<file path="config.mk">
export PLATFORM = sky130hd
export DESIGN_NAME = fetch_queue
export DESIGN_NICKNAME = d
export VERILOG_FILES = /design/src/rtl/fetch_queue_pkg.sv /design/src/rtl/fetch_fifo.sv /design/src/rtl/fetch_queue.sv
export SDC_FILE = /design/constraint.sdc
export NUM_CORES = 1
export LEC_CHECK = 0
export BUFFER_PORTS_ARGS = -buffer_cell sky130_fd_sc_hd__buf_2
export CELL_PAD_IN_SITES_DETAIL_PLACEMENT = 0
export CELL_PAD_IN_SITES_GLOBAL_PLACEMENT = 1
export CORE_MARGIN = 10
export CORE_UTILIZATION = 53
export DETAILED_ROUTE_END_ITERATION = 8
export GPL_ROUTABILITY_DRIVEN = 0
export PLACE_DENSITY = 0.93
export SLEW_MARGIN = 10
export SYNTH_ARGS = -nofsm -noshare
export SYNTH_HDL_FRONTEND = slang
export SYNTH_HIERARCHICAL = 1
export SYNTH_SLANG_ARGS = --single-unit
export TNS_END_PERCENT = 50
</file>
<file path="constraint.sdc">
create_clock -name i_clk -period 4.6 [get_ports i_clk]
set_clock_uncertainty 0.1 [all_clocks]
set_input_delay 0.23 -clock i_clk [delete_from_list [all_inputs] [get_ports i_clk]]
set_output_delay 0.23 -clock i_clk [all_outputs]
set_load 0.02 [all_outputs]
</file>
<file path="src/rtl/fetch_queue_pkg.sv">
// fetch_queue_pkg: shared definitions for the instruction fetch queue.
//   FQ_WIDTH  : default instruction byte-address width
//   FQ_PC_INC : fetch PC advance per accepted request (bytes)
//   fq_state_e: fetch FSM states (FETCH issues requests, STALL holds the PC)
package fetch_queue_pkg;

  localparam int unsigned FQ_WIDTH  = 12;
  localparam int unsigned FQ_PC_INC = 4;

  typedef enum logic {
    FETCH = 1'b0,
    STALL = 1'b1
  } fq_state_e;

endpackage

</file>
<file path="src/rtl/fetch_fifo.sv">
// fetch_fifo: DEPTH-entry storage for fetched {pc, instr} words.
// Ports:
//   clk, rst_n      clock, asynchronous active-low reset
//   clr             synchronous flush of all entries
//   wr_en, wr_data  enqueue request and payload
//   rd_en           dequeue of the head entry
//   rd_data         head entry payload (valid while !empty)
//   count, empty    occupancy
// Pointers carry one extra wrap bit: equal pointers mean empty, differing
// wrap bits with equal index bits mean full.
module fetch_fifo #(
  parameter int unsigned DW    = 44,
  parameter int unsigned DEPTH = 4
) (
  input  logic                     clk,
  input  logic                     rst_n,
  input  logic                     clr,
  input  logic                     wr_en,
  input  logic [DW-1:0]            wr_data,
  input  logic                     rd_en,
  output logic [DW-1:0]            rd_data,
  output logic [$clog2(DEPTH):0]   count,
  output logic                     empty
);

  localparam int unsigned AW = $clog2(DEPTH);

  logic [DW-1:0] mem [DEPTH];
  logic [AW:0]   wr_ptr;
  logic [AW:0]   rd_ptr;
  logic          full;
  logic          do_rd;
  logic          do_wr;

  assign empty = (wr_ptr == rd_ptr);
  assign full  = (wr_ptr[AW] != rd_ptr[AW]) && (wr_ptr[AW-1:0] == rd_ptr[AW-1:0]);
  assign count = wr_ptr - rd_ptr;

  assign do_rd = rd_en && !empty;
  // A write into a full queue is allowed when the head leaves the same cycle.
  assign do_wr = wr_en && (!full || do_rd);

  assign rd_data = mem[rd_ptr[AW-1:0]];

  always_ff @(posedge clk or negedge rst_n) begin
    if (!rst_n) begin
      wr_ptr <= '0;
      rd_ptr <= '0;
    end else if (clr) begin
      wr_ptr <= '0;
      rd_ptr <= '0;
    end else begin
      if (do_wr) wr_ptr <= wr_ptr + 1'b1;
      if (do_rd) rd_ptr <= rd_ptr + 1'b1;
    end
  end

  always_ff @(posedge clk) begin
    if (do_wr && !clr) mem[wr_ptr[AW-1:0]] <= wr_data;
  end

endmodule

</file>
<file path="src/rtl/fetch_queue.sv">
// fetch_queue: instruction fetch unit with a small decoupling queue.
// Ports:
//   i_clk, i_rst_n                clock, asynchronous active-low reset
//   o_IcacheAddr, o_IcacheReq     fetch request to the I-cache
//   i_IcacheData                  returned word, one cycle after a request
//   i_redirect, i_redirect_pc     flush and restart fetch at a new PC
//   o_valid, o_instr, o_pc        queue head towards decode
//   i_ready                       decode accepts the head
//   o_count                       occupied queue entries
// Build option: define FETCH_BYPASS_EN to forward an arriving word straight
// to the head outputs when the queue is empty.
module fetch_queue
  import fetch_queue_pkg::*;
#(
  parameter int unsigned      WIDTH    = FQ_WIDTH,
  parameter int unsigned      DEPTH    = 4,
  parameter logic [WIDTH-1:0] RESET_PC = '0
) (
  input  logic                     i_clk,
  input  logic                     i_rst_n,
  output logic [WIDTH-1:0]         o_IcacheAddr,
  output logic                     o_IcacheReq,
  input  logic [31:0]              i_IcacheData,
  input  logic                     i_redirect,
  input  logic [WIDTH-1:0]         i_redirect_pc,
  output logic                     o_valid,
  output logic [31:0]              o_instr,
  output logic [WIDTH-1:0]         o_pc,
  input  logic                     i_ready,
  output logic [$clog2(DEPTH):0]   o_count
);

  localparam int unsigned  CW      = $clog2(DEPTH) + 1;
  localparam logic [CW:0]  DEPTH_V = (CW+1)'(DEPTH);

  fq_state_e          state;
  fq_state_e          state_next;
  logic [WIDTH-1:0]   pc;
  logic [WIDTH-1:0]   req_pc;
  logic               in_flight;
  logic               req;
  logic               deq;
  logic               space;
  logic [CW:0]        occ;
  logic               byp_fwd;

  logic               q_empty;
  logic [CW-1:0]      q_count;
  logic [WIDTH+31:0]  q_head;
  logic               q_wr;
  logic               q_rd;

  fetch_fifo #(
    .DW    (WIDTH + 32),
    .DEPTH (DEPTH)
  ) u_fifo (
    .clk     (i_clk),
    .rst_n   (i_rst_n),
    .clr     (i_redirect),
    .wr_en   (q_wr),
    .wr_data ({req_pc, i_IcacheData}),
    .rd_en   (q_rd),
    .rd_data (q_head),
    .count   (q_count),
    .empty   (q_empty)
  );

`ifdef FETCH_BYPASS_EN
  assign byp_fwd = in_flight && q_empty;
`else
  assign byp_fwd = 1'b0;
`endif

  assign o_valid = !q_empty || byp_fwd;
  assign o_instr = byp_fwd ? i_IcacheData : q_head[31:0];
  assign o_pc    = byp_fwd ? req_pc : q_head[WIDTH+31:32];
  assign o_count = q_count;

  assign deq  = o_valid && i_ready;
  assign q_rd = !q_empty && i_ready && !i_redirect;
  // A forwarded word taken by decode never occupies an entry.
  assign q_wr = in_flight && !i_redirect && !(byp_fwd && i_ready);

  // Space is judged on occupancy after this cycle's arrival and dequeue.
  assign occ   = {1'b0, q_count} + {{CW{1'b0}}, in_flight};
  assign space = deq ? (occ <= DEPTH_V) : (occ < DEPTH_V);

  always_comb begin
    state_next = state;
    req        = 1'b0;
    unique case (state)
      FETCH: begin
        if (space) req = 1'b1;
        else       state_next = STALL;
      end
      STALL: begin
        if (space) state_next = FETCH;
      end
    endcase
    if (i_redirect) begin
      state_next = FETCH;
      req        = 1'b0;
    end
    if (!i_rst_n) req = 1'b0;
  end

  assign o_IcacheReq  = req;
  assign o_IcacheAddr = pc;

  always_ff @(posedge i_clk or negedge i_rst_n) begin
    if (!i_rst_n) begin
      state     <= FETCH;
      pc        <= RESET_PC;
      req_pc    <= RESET_PC;
      in_flight <= 1'b0;
    end else begin
      state     <= state_next;
      in_flight <= req;
      if (i_redirect) begin
        pc <= i_redirect_pc;
      end else if (req) begin
        pc     <= pc + WIDTH'(FQ_PC_INC);
        req_pc <= pc;
      end
    end
  end

endmodule

</file>
==> results of run 1 <==
==> metrics by stage <==
stage          power [mW]  setup slack, ns  area (um2)  utilization [%]  instances
2_1_floorplan       2.308            1.305        8148                -        393
3_3_place_gp        2.392            1.024        8871            58.57        680
3_5_place_dp        2.407           0.9172        8871            58.57        680
4_1_cts             4.039           0.4130        9972            65.84        761
5_1_grt             4.139           0.2363        9972            65.84        761
6_report            4.003           0.4529        9972            65.84        761
==> worst reg2reg max path, cell delays in order (launching register included) <==
cell      delay [ns]
dfrtp_1         0.39
inv_1           0.11
ha_1            0.22
fa_1            0.48
inv_1           0.07
ha_1            0.32
nor4b_4         0.38
o211ai_4        0.22
nor2_1          0.83
mux2_2          0.42
==> cells by family after synthesis <==
group | synth area share [%]
AOI/OAI and AO/OA | 2.826
DFF | 74.69
xor gates and xnor gates | 0.5222
buffers and inverters | 1.812
and+or+nand+nor | 3.686
muxes | 14.68
adders and majority gates | 1.781
==> state kept, by name, summed over array words and instances, names as in the netlist <==
register	cells
u_fifo/mem	176
o_IcacheAddr	12
req_pc	12
u_fifo/rd_ptr	3
in_flight	1
u_fifo/wr_ptr	3
state	1
==> layout make-up <==
cell class                      count  area [um2]  area share (%)
Sequential cell                   208        6091           61.08
Tap cell                          188       235.2           2.359
Timing Repair Buffer              159        1036           10.39
Inverter                           12       45.04          0.4517
Multi-Input combinational cell    158        1914           19.20
Clock inverter                     10       106.4           1.066
Clock buffer                       26       544.3           5.458
==> per-layer routing <==
metal  GRT usage (%)  vias to the layer above  routed length (um)
li1                -                     1936                   -
met1           20.18                     2166                6714
met5               0                        -                   0
met4           4.299                        0                 306
met3           3.837                       23                1190
met2           26.38                      159                7890
==> power groups by stage <==
stage               registers [mW]  clock network (mW)  logic [mW]
floorplan                     2.20                   0       0.105
global placement              2.20                   0       0.190
detailed placement            2.21                   0       0.198
CTS                           2.17                1.64       0.229
global route                  2.18                1.71       0.250
finish                        2.17                1.61       0.226
==> worst max path at each step <==
stage / cells after the start / slack, ns / end
floorplan: 11 / 1.30 / u_fifo/mem[0][0]
global placement: 9 / 1.02 / o_IcacheReq
detailed placement: 9 / 0.92 / o_IcacheReq
CTS: 9 / 0.41 / o_IcacheReq
global route: 9 / 0.24 / o_IcacheReq
finish: 9 / 0.45 / o_IcacheReq
==> cells in the mapped netlist, drive strengths merged (5+ instances only) <==
library cell	instances	area, um2
o31ai	8	60.06
clkbuf	6	32.53
a31oi	7	43.79
buf	9	70.07
nand3	5	25.02
dfrtp	32	800.8
ha	10	125.1
mux2	17	195.2
and3	5	36.29
edfxtp	176	5285
mux4	44	991.0
nand2	9	33.78
or4	8	60.06
nor2	12	45.04
inv	11	41.29
==> metrics.md, run 1 <==
| Metric | Value |
|---|---|
| Clk slew on worst S/H paths | 0.06 ns |
| Largest delay contributor family on the critical path | simple AND/OR/NAND/NOR gates |
| Mapped cell area | between 8000 and 9000 um2 |
| Combinational share of power | 5.6% |
| Die area | ~21000 um2 |
| Pin count of the biggest net entering global routing | 48 |
| Clock power frac | 40.1% |
| Max stage delay on crit path | 0.83 ns |
| Core area | 15150 um2 |
| Layout area overhead | 22.39% |
| Mapped Cells | 393 |
| Setup_tns | 0 ns |
| CP max FO | 17 |
| Max VDD drop | 0.2930 mV |
| # setup viols final | 0 |
| Launch point of the worst reg-to-reg path | u_fifo/wr_ptr[0] |
| Layout filler cell count | 989 |
| CP cell instances | inv_1, ha_1, fa_1, inv_1, ha_1, nor4b_4, o211ai_4, nor2_1, buf_2 |
| GRT Overall Usage | between 10% and 20% |
| Crit Path Class | reg -> out |
| R2R cell count | 9 |
| Worst hold start | i_redirect |
| Syn Area/Cell | 20.73 um2 |
| Initial DRC Count | 290 |
| Syn_nets | 452 |
| Hold path depth | 2 |
| Io pins | about 110 |
| Post-CTS Setup Repair Bufs | 0 |
| Relative slew slack | 31.37% |
| Least-Margin Pin Slew | 1.026 ns |
| Slew Viols, Final | 0 |
| CTS tree | yes |
| Sequential share of the synthesized area | 74.69% |
| Crit. Startpoint | u_fifo/wr_ptr[0] |
| Number of iterations in the first detailed-routing pass | 4 |
| Vias in the first global route | 4498 |
| Tcrit/Tclk final | between 90% and 100% |
| Share of power burned in registers | 54.2% |
| First-pass GRT wire length | 25430 um |
| Ys flop type | edfxtp_1 |
| P_int | around 3.2 mW |
| RSZ-0062 raised after global routing | no |
| Yosys reg bits | 208 |
| Num CTS Buffers | 21 |
| Final Hold Vio Count | 0 |
| Final min period | 4.147 ns |
| Die Y | approximately 140 um |
| Most common cell after layout, fill and taps aside | edfxtp_1 |
| HPWL after detailed placement | 10130 um |
| Starting Density | 53.80% |
| Leakage power | 3.522 nW |
| Die Width | 144.0 um |
| Commonest non-fill, non-tap cells in the layout | 176 x edfxtp_1, 108 x buf_2, 45 x dlygate4sd3_1 |
| Hold EP | state |
| WHS | just under 0.04 ns |
| DR DRC count | 0 |
| # rows | 45 |
| Worst R2R Setup Slack | approximately 0.94 ns |
| R2r endpoint | req_pc[3] |
| Root Driver | clkbuf_16 |
| Post-synth EDFFs | 176 |
| Netlist cell types | 43 |
| H-tree depth | 1 |
| Switching power | 826.9 uW |
| Final wirelength | 16100 um |
| CP bufs+invs | 3 |
| DR vias | 4284 |
| Post-synth ARST share | 15.38% |
| Hold crit path type | in -> reg |
| Vias per cell | 5.629 |
| Clock Sinks | about 210 |
| Routed Antenna Nets | 0 |
| YS warnings | 6 |
| Final Net Count | 619 |
| Startpoint Class | flip-flop |
| Hold_buf cts | 45 |
| Status | finished, final reports clean |
| Initial antenna violation count | 0 |
| Routed wire per std cell | 21.16 um |
| Worst Path Required | 4.27 ns |
| Skew-Pair Late Insertion Delay | about 0.48 ns |
| Fmax | 241.1 MHz |
| CTS Buffer Depth | 3 |
| Power per cell area | between 400 and 500 nW/um2 |
| CP max-delay cell | nor2_1 |
| Port bufs | ~110 |
| Net switching fraction of the power | 20.66% |
| Post-CTS resize count | 0 |
| Crit path DAT | 3.82 ns |
| Max cap viols | 0 |
| Ant diodes | 0 |
| Critical path endpoint category | primary output |
| Grt ovf | 0 |
| Layout cells sized above 1 | 37.52% |
(Power assumes the default switching activity.)
==> inputs of run 2 (changes only) <==
PLACE_DENSITY = not set   (was 0.93)
PLACE_DENSITY_LB_ADDON = 0.1   (was not set)
==> metrics.md, run 2 (synthesized netlist as in run 1, its figures left out) <==
| Metric | Value |
|---|---|
| Status | finished, final reports clean (unchanged) |
| Pin count of the biggest net entering global routing | 48 (unchanged) |
| Max cap viols | 0 (unchanged) |
| Worst Path Required | 4.27 ns (about the same) |
| P_int | 3.318 mW (was 3.176 mW) |
| WHS | 0.03821 ns (was 0.03927 ns) |
| Power per cell area | 412.1 nW/um2 (was 401.4 nW/um2) |
| Grt ovf | 0 (unchanged) |
| Final Cell Area | 10080 um2 (was 9972 um2) |
| Final Net Count | 623 (was 619) |
| Least-Margin Pin Slew | 0.9450 ns (was 1.026 ns) |
| Vias per cell | 5.501 (was 5.629) |
| Post-CTS Setup Repair Bufs | 0 (unchanged) |
| Layout cells sized above 1 | 38.28% (was 37.52%) |
| Routed Antenna Nets | 0 (unchanged) |
| Net switching fraction of the power | 20.14% (was 20.66%) |
| Most common cell after layout, fill and taps aside | edfxtp_1 (unchanged) |
| Ant diodes | 0 (unchanged) |
| Critical path endpoint category | primary output (unchanged) |
| Layout Cells excl Fill | 768 (was 761) |
| # rows | 45 (unchanged) |
| Die Y | 144.0 um (unchanged) |
| HPWL after detailed placement | 10040 um (was 10130 um) |
| Switching power | 836.4 uW (was 826.9 uW) |
| Largest delay contributor family on the critical path | adder cells (was simple AND/OR/NAND/NOR gates) |
| Max stage delay on crit path | 0.50 ns (was 0.83 ns) |
| Commonest non-fill, non-tap cells in the layout | 176 x edfxtp_1, 108 x buf_2, 45 x dlygate4sd3_1 (unchanged) |
| DR DRC count | 0 (unchanged) |
| Slew Viols, Final | 0 (unchanged) |
| Relative slew slack | 37.00% (was 31.37%) |
| DR vias | 4225 (was 4284) |
| Final min period | 3.656 ns (was 4.147 ns) |
| First-pass GRT wire length | 25410 um (was 25430 um) |
| Port bufs | 108 (unchanged) |
| Post-DP Area | 8894 um2 (was 8871 um2) |
| Combinational share of power | 5.4% (was 5.6%) |
| CTS tree | yes (unchanged) |
| Skew-Pair Late Insertion Delay | 0.49 ns (was 0.48 ns) |
| Final worst setup slack | 0.9445 ns (was 0.4529 ns) |
| Setup_tns | 0 ns (unchanged) |
| Number of iterations in the first detailed-routing pass | 5 (was 4) |
| Hold crit path type | in -> reg (unchanged) |
| Vias in the first global route | 4731 (was 4498) |
| RSZ-0062 raised after global routing | no (unchanged) |
| Starting Density | 53.80% (unchanged) |
| Post-CTS resize count | 0 (unchanged) |
| Placed cells | 683 (was 680) |
| Die area | 20730 um2 (unchanged) |
| Setup WS pre-CTS | 1.181 ns (was 0.9172 ns) |
| Core area | 15150 um2 (unchanged) |
| CP bufs+invs | 3 (unchanged) |
| Initial antenna violation count | 0 (unchanged) |
| Clock Sinks | 208 (unchanged) |
| Share of power burned in registers | 52.3% (was 54.2%) |
| Final Hold Vio Count | 0 (unchanged) |
| # setup viols final | 0 (unchanged) |
| Clk slew on worst S/H paths | 0.06 ns (about the same) |
| Crit path DAT | 3.33 ns (was 3.82 ns) |
| GRT Overall Usage | 15.67% (was 15.77%) |
| Num CTS Buffers | 22 (was 21) |
| Max VDD drop | 0.2357 mV (was 0.2930 mV) |
| Die Width | 144.0 um (unchanged) |
| Hold_buf cts | 45 (unchanged) |
| Crit Path Class | reg -> out (unchanged) |
| Clock power frac | 42.3% (was 40.1%) |
| Leakage power | 3.585 nW (was 3.522 nW) |
| Routed wire per std cell | 20.54 um (was 21.16 um) |
| Io pins | 109 (unchanged) |
| Layout area overhead | 23.71% (was 22.39%) |
| CP max-delay cell | fa_1 (was nor2_1) |
| CP max FO | 17 (unchanged) |
| Final wirelength | 15770 um (was 16100 um) |
| Root Driver | clkbuf_16 (unchanged) |
| H-tree depth | 1 (unchanged) |
| Max reg flops | 176 (unchanged) |
| Startpoint Class | flip-flop (unchanged) |
| Tcrit/Tclk final | 79.47% (was 90.15%) |
| CP cell instances | inv_1, ha_1, fa_1, inv_1, ha_1, nor4b_4, o211ai_4, nor2_1, buf_2 (unchanged) |
| Initial DRC Count | 201 (was 290) |
| CTS Buffer Depth | 3 (unchanged) |
| Fmax | 273.6 MHz (was 241.1 MHz) |
[run 2: changes by cell type in the layout (fill, tap and decap cells not counted), sizes merged]
cell / delta
clkinvlp: -1
clkbuf: +9
buf: +3
clkinv: -3
inv: -1
[run 2: metal layers]
metal | part of all wire (%) | global-route usage, %
met2 | 51 | 27.16
met4 | 1.6 | 4.245
met3 | 6.7 | 3.837
met1 | 41 | 19.18
met5 | 0 | 0
[run 2: power by group through the flow]
stage	registers [mW]	logic, mW	clock network, mW
floorplan	2.20	0.105	0
global placement	2.21	0.194	0
detailed placement	2.21	0.198	0
CTS	2.17	0.229	1.80
global route	2.18	0.248	1.88
finish	2.17	0.225	1.76
[run 2: area by class of cell]
cell class	instances	area [um2]
Tap cell	188	235.2
Multi-Input combinational cell	158	1914
Timing Repair Buffer	162	1059
Clock inverter	5	75.07
Sequential cell	208	6091
Inverter	12	45.04
Fill cell	1051	5066
Clock buffer	35	660.6
[run 2: path summary, 6_finish.rpt]
path                                       start           endpoint  cells after the start  slack [ns]
worst min-delay path                  i_redirect              state                      2        0.04
max in group asynchronous                i_rst_n   u_fifo/rd_ptr[0]                      2        3.62
worst max-delay path            u_fifo/wr_ptr[0]        o_IcacheReq                      9        0.94
worst min register to register         req_pc[0]  u_fifo/mem[3][32]                      0        0.43
worst max register to register  u_fifo/wr_ptr[0]          req_pc[4]                     10        1.19
min in group asynchronous                i_rst_n   u_fifo/wr_ptr[0]                      2        0.23
[run 2: worst register-to-register path: stages (launching register included)]
cell and delay, ns:
dfrtp_1 0.40, inv_1 0.12, ha_1 0.23, fa_1 0.50, inv_1 0.08, ha_1 0.33
nor4b_4 0.39, o211ai_4 0.23, nor2_1 0.31, buf_4 0.25, mux2_2 0.35
[run 2: per-stage QoR]
| step | util [%] | power, mW |
|---|---|---|
| 6_report | 66.55 | 4.154 |
| 2_1_floorplan | - | 2.308 |
| 3_3_place_gp | 58.72 | 2.399 |
| 5_1_grt | 66.55 | 4.312 |
| 4_1_cts | 66.55 | 4.204 |
| 3_5_place_dp | 58.72 | 2.409 |
